`config.mk`:
```
export PLATFORM = sky130hd
export DESIGN_NAME = rv4028_bus_ctrl
export DESIGN_NICKNAME = d
export VERILOG_FILES = /design/src/rtl/rv4028_bus_ctrl.sv
export SDC_FILE = /design/constraint.sdc
export NUM_CORES = 1
export LEC_CHECK = 0
export BUFFER_PORTS_ARGS = -buffer_cell sky130_fd_sc_hd__buf_2
export CORE_ASPECT_RATIO = 1.25
export CORE_MARGIN = 4
export CORE_UTILIZATION = 31
export CTS_BUF_LIST = sky130_fd_sc_hd__clkbuf_16
export DETAILED_ROUTE_END_ITERATION = 10
export HOLD_SLACK_MARGIN = 0.1
export PLACE_DENSITY = 0.73
export SLEW_MARGIN = 25
export SYNTH_ARGS = -nofsm -noshare
export SYNTH_HDL_FRONTEND = slang
export SYNTH_SLANG_ARGS = --single-unit
```
`constraint.sdc`:
```
create_clock -name clk -period 1.8 [get_ports clk]
set_input_delay 0.18 -clock clk [delete_from_list [all_inputs] [get_ports clk]]
set_output_delay 0.18 -clock clk [all_outputs]
set_load 0.01 [all_outputs]
```
`src/rtl/rv4028_bus_ctrl.sv`:
```
// Multiplexed external bus controller: splits 32-bit CPU accesses into
// BUS_W-wide beats with SETUP/STROBE handshaking, wait states, timeout and bus release.
module rv4028_bus_ctrl #(
  parameter int BUS_W   = 16,
  parameter int ADDR_W  = 32,
  parameter int TIMEOUT = 255
) (
  input  logic                 clk,
  input  logic                 rst,
  input  logic                 cpu_req,
  input  logic                 cpu_we,
  input  logic [ADDR_W-1:0]    cpu_addr,
  input  logic [31:0]          cpu_wdata,
  input  logic [3:0]           cpu_wstrb,
  output logic [31:0]          cpu_rdata,
  output logic                 cpu_ready,
  output logic                 cpu_err,
  output logic [ADDR_W-1:0]    bus_addr,
  output logic                 bus_addr_oe,
  output logic [BUS_W-1:0]     bus_dout,
  input  logic [BUS_W-1:0]     bus_din,
  output logic                 bus_data_oe,
  output logic [BUS_W/8-1:0]   msk_n,
  output logic                 rd_n,
  output logic                 wr_n,
  output logic                 req_n,
  output logic                 iorq_n,
  output logic                 lo_addr_n,
  input  logic                 wait_n,
  input  logic                 busrq_n,
  output logic                 busack_n
);
  localparam int NB = 32 / BUS_W;
  localparam int BB = BUS_W / 8;
  localparam int TW = (TIMEOUT > 1) ? $clog2(TIMEOUT + 1) : 1;
  localparam logic [TW-1:0] TLAST = TW'((TIMEOUT > 0) ? TIMEOUT - 1 : 0);

  typedef enum logic [2:0] {IDLE, SETUP, STROBE, DONE, RELEASED} state_t;
  state_t state, nxt;

  logic [1:0]    beat, first_beat, next_beat;
  logic          first_ok, next_ok;
  logic [NB-1:0] act;
  logic [TW-1:0] tcnt;
  logic          err_q, tmo, on_bus;
  logic [ADDR_W-1:0] beat_addr;

  // A write beat with an empty strobe slice is skipped; reads run every beat.
  always_comb begin
    act        = '0;
    first_ok   = 1'b0;
    first_beat = 2'd0;
    next_ok    = 1'b0;
    next_beat  = 2'd0;
    for (int k = 0; k < NB; k++)
      act[k] = !cpu_we || (|cpu_wstrb[k*BB +: BB]);
    for (int k = NB - 1; k >= 0; k--) begin
      if (act[k]) begin
        first_ok   = 1'b1;
        first_beat = 2'(k);
        if (k > int'(beat)) begin
          next_ok   = 1'b1;
          next_beat = 2'(k);
        end
      end
    end
  end

  assign tmo = (TIMEOUT != 0) && !wait_n && (tcnt == TLAST);

  always_ff @(posedge clk or posedge rst) begin
    if (rst) state <= IDLE;
    else     state <= nxt;
  end

  always_comb begin
    nxt = state;
    case (state)
      IDLE:     if (!busrq_n)     nxt = RELEASED;
                else if (cpu_req) nxt = first_ok ? SETUP : DONE;
      SETUP:    nxt = STROBE;
      STROBE:   if (wait_n)       nxt = next_ok ? SETUP : DONE;
                else if (tmo)     nxt = DONE;
      DONE:     nxt = IDLE;
      RELEASED: if (busrq_n)      nxt = IDLE;
      default:  nxt = IDLE;
    endcase
  end

  always_ff @(posedge clk or posedge rst) begin
    if (rst) begin
      beat      <= 2'd0;
      tcnt      <= '0;
      err_q     <= 1'b0;
      cpu_rdata <= '0;
    end else begin
      case (state)
        IDLE: begin
          err_q <= 1'b0;
          if (busrq_n && cpu_req) beat <= first_beat;
        end
        SETUP: tcnt <= '0;
        STROBE: begin
          if (wait_n) begin
            if (!cpu_we) cpu_rdata[int'(beat)*BUS_W +: BUS_W] <= bus_din;
            if (next_ok) beat <= next_beat;
          end else begin
            tcnt <= tcnt + 1'b1;
            if (tmo) err_q <= 1'b1;
          end
        end
        default: ;
      endcase
    end
  end

  assign beat_addr = {cpu_addr[ADDR_W-1:2], 2'b00} + ADDR_W'(beat) * ADDR_W'(BB);

  always_comb begin
    on_bus      = (state == SETUP) || (state == STROBE);
    bus_addr    = on_bus ? beat_addr : '0;
    msk_n       = '1;
    if (on_bus) msk_n = cpu_we ? ~cpu_wstrb[int'(beat)*BB +: BB] : '0;
    bus_data_oe = on_bus && cpu_we;
    bus_dout    = bus_data_oe ? cpu_wdata[int'(beat)*BUS_W +: BUS_W] : '0;
    req_n       = !on_bus;
    rd_n        = !((state == STROBE) && !cpu_we);
    wr_n        = !((state == STROBE) && cpu_we);
    iorq_n      = on_bus ? ~bus_addr[ADDR_W-1] : 1'b1;
    lo_addr_n   = on_bus ? (|bus_addr[ADDR_W-1 -: 8]) : 1'b1;
    cpu_ready   = (state == DONE);
    cpu_err     = (state == DONE) && err_q;
    busack_n    = (state != RELEASED);
    bus_addr_oe = (state != RELEASED);
  end
endmodule

```
# Word-level counts from Yosys, hierarchy flattened
# Index checks and enable logic that the tools add are counted.
[totals]
register_bits = 46
output_inout_bits = 92
in_bits = 90
elab_cells = 87
[classes]
reduce_logical = 25
muxes = 32
n_eq_ne = 14
shifts = 4
add_sub_neg = 3
magnitude_cmp = 1
bitwise_logic = 3
[ops]
columns = ["cell", "n"]
rows = [
  ["6-bit negation with 33-bit output", 1],
  ["16-bit by 33-bit variable shift with 32-bit output, first input constant", 1],
  ["16-bit by 33-bit variable part select with 32-bit output", 1],
  ["32-bit by 3-bit adder with 32-bit output", 1],
  ["32-bit bitwise mux", 1],
  ["32-bit 2-to-1 mux", 1],
  ["32-bit by 7-bit variable part select with 16-bit output", 1],
  ["16-bit 2-to-1 mux", 1],
  ["8-bit one-hot mux with 2 select lines", 1],
  ["3-bit 2-to-1 mux", 5],
  ["2-bit 2-to-1 mux", 7],
  ["1-bit 2-to-1 mux", 12],
  ["2-bit != test, second input constant", 6],
  ["3-bit one-hot mux with 4 select lines", 1],
  ["3-bit != test, second input constant", 3],
  ["3-bit AND reduction", 3],
  ["8-bit by 1-bit adder with 8-bit output, second input constant", 1],
  ["8-bit == test, second input constant", 1],
  ["8-bit 2-to-1 mux", 1],
  ["8-bit OR reduction", 1],
  ["3-bit by 2-bit == test with 1-bit output, second input constant", 2],
  ["1-bit logical AND", 6],
  ["1-bit zero test", 5],
  ["2-bit one-hot mux with 2 select lines", 1],
  ["other kinds (13)", 18],
]

# Depth between registers and ports, before layout
# Gate-level depths: netlist (run 1).
[logic_depth]
ltp_word = 8
ltp_mapped = 5
mapped_depth_nobuf = 5

# Worst setup path before layout (run 1)
# Ideal clock, no wire load.
[synth_path]
kind = "register to register"
start = "register state[2]"
end = "register cpu_rdata[10]"
setup_time_ns = 0.125
stages_incl_launch_ff = 6
required_time_ns = 1.675
slack_ns = -0.050
n_path_buf = 2
arrival_time_ns = 1.725
synth_period_minus_slack_ns = 1.850
path_cell_list = "dfrtp_1 > buf_6 > nor3b_4 > nor4b_4 > buf_6 > mux2_2"
[synth_between]
elab_chain_len = 2
[synth_rtl]
columns = ["item", "line", "source"]
rows = [
  ["start, declared", "39", "state_t state, nxt;"],
  ["start signal, assigned", "73", "else state <= nxt;"],
  ["3-bit by 2-bit == test with 1-bit output", "97", "case (state)"],
  ["3-bit AND reduction (no source line)", "n/a", ""],
  ["end signal, assigned by index", "105", "if (!cpu_we) cpu_rdata[int'(beat)*BUS_W +: BUS_W] <= bus_din;"],
  ["end, declared", "15", "output logic [31:0] cpu_rdata,"],
]
# No other way between the ends.
# A chain may end at the register's enable or synchronous reset.

# Worst setup path after layout (run 1)
[layout_path]
start = "register state[0]"
end = "register tcnt[4]"
[layout_between]
elab_chain_len = 3
word_cells_on_any_way = 6
classes_between = "3 x eq/ne; 1 x mux; 2 x reduce/logical"
[layout_rtl]
columns = ["item", "line", "source"]
rows = [
  ["3-bit by 2-bit == test with 1-bit output or 3-bit by 1-bit == test with 1-bit output (tied branches)", "97", ""],
  ["2-bit != test (no source line) or 2-bit nonzero test (tied branches)", "n/a", ""],
  ["2-bit AND reduction (no source line)", "n/a", ""],
  ["end signal, assigned", "108", "tcnt <= tcnt + 1'b1;"],
  ["end, declared", "44", "logic [TW-1:0] tcnt;"],
]
# Parallel ways exist; a longest one is shown, timed or not.

==> results of run 1 <==
## final cells by class
| cell class | instances | share of cell area |
|---|---|---|
| clock inverters | 2 | 0.00896 |
| clock buffers | 5 | 0.0320 |
| flip-flops and latches | 45 | 0.288 |
| repair buffers | 197 | 0.276 |
| well taps | 97 | 0.0310 |
| multi-input cells | 172 | 0.353 |
| inverters | 11 | 0.0109 |
## per-layer routing
metal,track usage,wire [um]
met5,0,0
met4,0.0558,129
met3,0.0367,717
met2,0.280,3930
met1,0.173,3100
## through the flow
step,std cells,total power (W),util
after floorplan,248,0.00313,-
after global placement,517,0.00411,0.444
after detailed placement,517,0.00419,0.444
after CTS,528,0.00534,0.471
after global routing,529,0.00571,0.477
final,529,0.00533,0.477
## cells in the mapped netlist (all sizes together) (3+ instances only)
cell | instances | area [sq um]
buf | 8 | 62.6
mux2i | 21 | 210
inv | 10 | 37.5
nor4 | 3 | 18.8
nand2b | 3 | 18.8
a21oi | 6 | 30.0
and3 | 32 | 200
o21ai | 4 | 20.0
mux2 | 32 | 360
o41ai | 3 | 26.3
nand3 | 6 | 30.0
or3 | 4 | 26.3
nand2 | 10 | 37.5
dfrtp | 45 | 1130
nor3b | 5 | 48.8
nor2 | 17 | 63.8
clkbuf | 12 | 45.0
## critical path, stage by stage (launching register included)
cell                      delay (ns)
sky130_fd_sc_hd__dfrtp_1        0.39
sky130_fd_sc_hd__buf_4          0.16
sky130_fd_sc_hd__or4b_4         0.55
sky130_fd_sc_hd__buf_4          0.16
sky130_fd_sc_hd__or3_1          0.34
sky130_fd_sc_hd__a21oi_1        0.13
## power breakdown
part / internal, W / switching, W
sequential: 0.00134 / 0.000209
combinational: 0.00131 / 0.00147
clock: 0.000644 / 0.000352
## cell usage in the layout (no fill, tap or decap), drive strengths merged, types with 4 or more instances in the layout
| cell type | count |
|---|---|
| buf | 195 |
| o21ai | 4 |
| nor3b | 5 |
| mux2 | 32 |
| nand2 | 10 |
| clkbuf | 5 |
| a21oi | 6 |
| and3 | 32 |
| inv | 9 |
| nor2 | 17 |
| nand3 | 6 |
| or3 | 4 |
| dfrtp | 45 |
| mux2i | 21 |
## final timing paths
path	cells after the start	slack [ns]	startpoint	endpoint
min in group asynchronous	3	0.50	rst	tcnt[6]
max reg2reg	5	-0.01	state[0]	tcnt[4]
max	5	-0.01	state[0]	tcnt[4]
min	2	0.14	bus_din[7]	cpu_rdata[7]
min reg2reg	1	0.50	cpu_rdata[16]	cpu_rdata[16]
max in group asynchronous	4	0.70	rst	cpu_rdata[17]
## logic make-up (layout without fill, tap and decap cells)
family / after synthesis / in the layout
AO/OA/AOI/OAI: 21 / 21
XOR/XNOR: 1 / 1
adder cells (fa/ha/maj): 2 / 2
buffers and inverters: 31 / 215
flip-flops: 45 / 45
multiplexers: 53 / 53
other: 1 / 1
AND/OR/NAND/NOR: 94 / 94
## timing repair
item	4_1_cts	5_1_grt
gates cloned	1	0
setup endpoints to repair	52	54
buffers inserted	1	1
resized for setup	7	15
pin swaps	0	3
hold buffers	2	0
hold endpoints to repair	22	0
## state kept, by name, indices dropped and copies added (netlist names)
register	flops
beat	1
cpu_rdata	32
err_q	1
state	3
tcnt	8
==> impl_metrics.sql, run 1 <==
INSERT INTO impl_metrics (metric_group, metric, value, unit) VALUES
('clocking', 'tritoncts.num_buffers', '5', ''),
('place', 'dp_slack', '0.0768', 'ns'),
('layout', 'final_layout_size_suffix_gt1_frac', '0.593', ''),
('layout', 'regArea', '1130', 'sq um'),
('setup_path', 'required_time_of_the_critical_path', '2.01', 'ns'),
('setup_path', 'worst-endpoint-arrival', '2.02', 'ns'),
('die', 'initial_cell_density_of_the_core', '0.317', ''),
('clocking', 'cts_num_sinks', '45', ''),
('die', 'core_area', '8190', 'sq um'),
('run', 'maxCapViolations', '0', ''),
('synthesis', 'compound_gate_fraction_of_synth_area', '0.0544', ''),
('die', 'die_w', '89.9', 'um'),
('global_routing', 'grt_util_all_layers', '0.152', ''),
('global_routing', 'pin_count_of_the_biggest_net_entering_global_routing', '32', ''),
('global_routing', 'antenna_found_initial', '0', ''),
('synthesis', 'synthArstFlopShare', '1.00', ''),
('clocking', 'max-clock-path-buffers', '2', ''),
('synthesis', 'synth.mux.area_fraction', '0.220', ''),
('synthesis', 'yosysWarnings', '0', ''),
('timing', 'unrepaired_setup_endpoints_after_global_routing', 'yes', ''),
('timing', 'hold-worst-slack', '0.144', 'ns'),
('routing', 'firstDrtPassIters', '4', ''),
('run_status', 'violations', 'negative setup slack', ''),
('pwr', 'leakagePower', '2.23', 'nW'),
('clocking', 'htree_num_levels', '2', ''),
('synthesis', 'synth_cells', '248', ''),
('layout', 'multi_input_area', '1380', 'sq um'),
('routing', 'detail-route-antenna-nets', '0', ''),
('clocking', 'worstSkewPairLatency', '0.28', 'ns'),
('synthesis', 'avgSynthCellArea', '10.5', 'sq um'),
('pwr', 'peakVddDrop', '0.469', 'mV'),
('synthesis', 'main_combinational_cell_family_by_area_after_synthesis', 'simple AND/OR/NAND/NOR gates', ''),
('run_status', 'result_of_the_run', 'finished with violations', ''),
('timing', 'tightestPinTransition', '0.821', 'ns'),
('place', 'hpwl', '6130', 'um'),
('synthesis', 'edff_count_synth', '0', ''),
('layout', 'fin_area', '3910', 'sq um'),
('place', 'post_dp_cell_area', '3640', 'sq um'),
('setup_path', 'critical_path_class', 'register to register', ''),
('synthesis', 'synth_xor_area_frac', '0.00337', ''),
('die', 'floorplan.rows', '37', ''),
('setup_path', 'timing.critical_path.to_type', 'register', ''),
('setup_path', 'setup.worst_path.start_class', 'register', ''),
('worst_hold_path', 'worst_hold_path_type', 'input pin to register', ''),
('timing', 'fin_crit_sh', '1.01', ''),
('synthesis', 'synth-seq-area-share', '0.433', ''),
('layout', 'final_net_count', '524', ''),
('timing', 'fin_worst_skew', '0.00536', 'ns'),
('timing', 'report.final.setup_viol', '2', ''),
('die', 'die-height', '110', 'um'),
('routing', 'drc', '0', ''),
('clocking', 'tritoncts', 'done', ''),
('synthesis', 'post_synth_and_or_nand_nor_area_fraction', '0.221', ''),
('timing', 'period_needed', '1.81', 'ns'),
('timing', 'final-hold-violation-count', '0', ''),
('layout', 'flow.area_growth_from_synthesis', '50.5', '%'),
('routing', 'num_vias', '2631', ''),
('layout', 'antenna_cells', '0', ''),
('global_routing', 'grt_overflow', '0', ''),
('routing', 'detailedRoute.firstIterationViolations', '121', ''),
('timing', 'final_layout_setup_total_negative_slack', '-0.0194', 'ns'),
('synthesis', 'synth_top_flop_cell', 'sky130_fd_sc_hd__dfrtp_1', ''),
('global_routing', 'via_count_of_the_first_global_routing_pass', '2556', ''),
('setup_path', 'critPathMaxFanout', '4', ''),
('die', 'die_area', '9920', 'sq um'),
('timing', 'final.setup.worst_slack', '-0.00985', 'ns'),
('synthesis', 'synthDistinctLibCells', '42', ''),
('routing', 'totalWireLength', '7880', 'um'),
('place', 'routability_driven_placement_congestion_ratio', '0.877', ''),
('pwr', 'p_per_area', '1360', 'nW/um^2'),
('timing', 'fmax', '553', 'MHz'),
('synthesis', 'postSynthRegisterBits', '45', ''),
('synthesis', 'mappedNetlistArea', '2600', 'sq um'),
('clocking', 'root_buffer', 'sky130_fd_sc_hd__clkbuf_16', ''),
('synthesis', 'synth.net_count', '340', ''),
('timing', 'max_slew_violations', '0', ''),
('die', 'design.portCount', '182', ''),
('clocking', 'clk_pin_slew', '0.06', 'ns'),
('synthesis', 'synth-adder-area-share', '0.00963', ''),
('routing', 'post_drt_via_cell_ratio', '4.97', ''),
('timing', 'relSlewSlack', '0.450', ''),
('layout', 'n_fill_cell', '748', ''),
('global_routing', 'grt_first_pass_wirelength', '12200', 'um'),
('routing', 'drt-wirelength-per-cell', '14.9', 'um'),
('place', 'port_buffers', '178', '');
(Power assumes the default switching activity.)
==> inputs of run 2 (changes only) <==
PLACE_DENSITY = 0.78   (was 0.73)
==> impl_metrics.sql, run 2 (same netlist as run 1, synthesis figures left out) <==
INSERT INTO impl_metrics (metric_group, metric, value, unit) VALUES
('run_status', 'result_of_the_run', 'finished with violations', ''),
('run_status', 'violations', 'negative setup slack', ''),
('timing', 'relSlewSlack', '0.564', ''),
('layout', 'leading_cell_type_in_the_layout_fill_and_taps_excluded', 'sky130_fd_sc_hd__buf_2', ''),
('worst_hold_path', 'worst_hold_path_type', 'input pin to register', ''),
('timing', 'hold-worst-slack', '0.143', 'ns'),
('clocking', 'cts_num_sinks', '45', ''),
('place', 'dp_slack', '0.0493', 'ns'),
('layout', 'largest_registers_ranked_by_flip_flop_count', 'cpu_rdata (32), tcnt (8), state (3)', ''),
('clocking', 'max-clock-path-buffers', '2', ''),
('global_routing', 'via_count_of_the_first_global_routing_pass', '2709', ''),
('die', 'initial_cell_density_of_the_core', '0.317', ''),
('timing', 'tightestPinTransition', '0.653', 'ns'),
('pwr', 'sequentialPowerShare', '0.254', ''),
('setup_path', 'worst_path_most_repeated_cell', 'sky130_fd_sc_hd__buf_6', ''),
('pwr', 'peakVddDrop', '0.864', 'mV'),
('setup_path', 'setup.worst_path.start_class', 'register', ''),
('global_routing', 'grt_util_all_layers', '0.157', ''),
('pwr', 'p_per_area', '1430', 'nW/um^2'),
('timing', 'period_needed', '1.83', 'ns'),
('routing', 'detail-route-antenna-nets', '0', ''),
('clocking', 'tritoncts.num_buffers', '5', ''),
('die', 'die_w', '89.9', 'um'),
('clocking', 'worstSkewPairLatency', '0.28', 'ns'),
('timing', 'unrepaired_setup_endpoints_after_global_routing', 'yes', ''),
('layout', 'antenna_cells', '0', ''),
('die', 'core_area', '8190', 'sq um'),
('timing', 'fin_crit_sh', '1.02', ''),
('routing', 'drt-wirelength-per-cell', '15.6', 'um'),
('setup_path', 'cpMaxStageDelayCell', 'sky130_fd_sc_hd__dfrtp_1', ''),
('timing', 'final-hold-violation-count', '0', ''),
('timing', 'fmax', '547', 'MHz'),
('layout', 'flow.area_growth_from_synthesis', '62.2', '%'),
('setup_path', 'critical_path_class', 'register to output pin', ''),
('pwr', 'combinational_share_of_power', '0.556', ''),
('timing', 'final.setup.worst_slack', '-0.0289', 'ns'),
('pwr', 'cellInternalPower', '0.00384', 'W'),
('layout', 'final_cell_count_no_fill', '538', ''),
('timing', 'max_slew_violations', '0', ''),
('timing', 'report.final.setup_viol', '25', ''),
('setup_path', 'required_time_of_the_critical_path', '1.62', 'ns'),
('layout', 'largest_register_ff_count', '32', ''),
('clocking', 'clk_pin_slew', '0.06', 'ns'),
('routing', 'post_drt_via_cell_ratio', '4.98', ''),
('clocking', 'tritoncts', 'done', ''),
('global_routing', 'use_met1', '0.178', ''),
('global_routing', 'grt.busiest_layer', 'met2', ''),
('die', 'floorplan.rows', '37', ''),
('layout', 'layout.cells.most_common_list', 'sky130_fd_sc_hd__buf_2 (164), sky130_fd_sc_hd__dfrtp_1 (45), sky130_fd_sc_hd__mux2_2 (32)', ''),
('setup_path', 'timing.critical_path.to_type', 'output pin', ''),
('global_routing', 'gr-usage-met2', '0.308', ''),
('pwr', 'fin_total_pwr', '0.00603', 'W'),
('global_routing', 'antenna_found_initial', '0', ''),
('routing', 'firstDrtPassIters', '4', ''),
('die', 'die_area', '9920', 'sq um'),
('routing', 'num_vias', '2679', ''),
('global_routing', 'pin_count_of_the_biggest_net_entering_global_routing', '33', ''),
('timing', 'fin_worst_skew', '0.00387', 'ns'),
('die', 'die-height', '110', 'um'),
('routing', 'detailedRoute.firstIterationViolations', '81', ''),
('die', 'design.portCount', '182', ''),
('routing', 'totalWireLength', '8390', 'um'),
('setup_path', 'worst-endpoint-arrival', '1.65', 'ns'),
('layout', 'final_layout_size_suffix_gt1_frac', '0.624', ''),
('layout', 'final_net_count', '532', ''),
('global_routing', 'grt_overflow', '0', ''),
('setup_path', 'timing.critical_path.slowest_cell_delay', '0.41', 'ns'),
('clocking', 'root_buffer', 'sky130_fd_sc_hd__clkbuf_16', ''),
('global_routing', 'grt_first_pass_wirelength', '12600', 'um'),
('run', 'maxCapViolations', '0', ''),
('pwr', 'power.switching', '0.00219', 'W'),
('place', 'routability_driven_placement_congestion_ratio', '0.788', ''),
('pwr', 'leakagePower', '2.30', 'nW'),
('layout', 'largest_register', 'cpu_rdata', ''),
('global_routing', 'grt_use_met3', '0.0312', ''),
('routing', 'drc', '0', ''),
('setup_path', 'timing.critical_path.cells', 'buf_6, xor2_4, buf_6, nand3_4, buf_6, nor2_1, buf_2', ''),
('pwr', 'swShare', '0.363', ''),
('clocking', 'htree_num_levels', '2', ''),
('setup_path', 'critPathMaxFanout', '8', ''),
('place', 'port_buffers', '178', ''),
('pwr', 'clkPwrFrac', '0.190', ''),
('place', 'numPlacedInstances', '520', ''),
('place', 'hpwl', '6510', 'um');
==> run 2: routing by layer <==
metal	routed length, um	part of all wire	vias up
met4	64	0.0076	0
li1	-	-	1267
met1	3250	0.39	1278
met5	0	0	-
met2	4490	0.54	130
met3	586	0.070	4
==> run 2: final cells by class <==
class                      count  area, sq um
timing repair buffer         205         1260
clock buffer                   5          125
tap                           97          121
clock inverter                 3         65.1
sequential                    45         1130
inverter                      11         45.0
fill                         704         3980
multi-input combinational    172         1470
==> run 2: worst paths after layout <==
kind                       depth (start not counted)           from             to  slack (ns)
setup / recovery                                   7       state[0]   bus_dout[13]       -0.03
hold reg to reg                                    1  cpu_rdata[23]  cpu_rdata[23]        0.50
hold / removal                                     2     bus_din[6]  cpu_rdata[22]        0.14
min in group asynchronous                          3            rst        tcnt[0]        0.54
setup reg to reg                                   5       state[1]        tcnt[3]        0.05
max in group asynchronous                          4            rst  cpu_rdata[16]        0.67
==> run 2: power groups by stage <==
| stage | registers, W | logic (W) | clock network [W] |
|---|---|---|---|
| 2_1_floorplan | 0.00165 | 0.00148 | 0 |
| 3_3_place_gp | 0.00154 | 0.00257 | 0 |
| 3_5_place_dp | 0.00156 | 0.00263 | 0 |
| 4_1_cts | 0.00153 | 0.00274 | 0.00117 |
| 5_1_grt | 0.00159 | 0.00361 | 0.00122 |
| 6_report | 0.00153 | 0.00335 | 0.00115 |
==> run 2: per-stage QoR <==
step,TNS (ns),instance area [sq um],utilization
after floorplan,-0.456,2600,-
after global placement,0,3650,0.446
after detailed placement,0,3650,0.446
after CTS,-0.0353,3890,0.475
after global routing,-2.80,4210,0.514
final,-0.303,4210,0.514
==> run 2: critical path, delay by kind of cell, from the launching register on <==
family	cells	cell delay, ns
buf+inv	4	0.58
flops	1	0.41
simple gates	2	0.19
xor+xnor	1	0.18
==> run 2: timing repair <==
action                     4_1_cts  5_1_grt
pin swaps                        1        7
gates cloned                     0        3
setup buffers                    2        3
hold buffers                     2        0
hold endpoints to repair        31        0
setup endpoints to repair       53       56
gates resized for setup          3       61
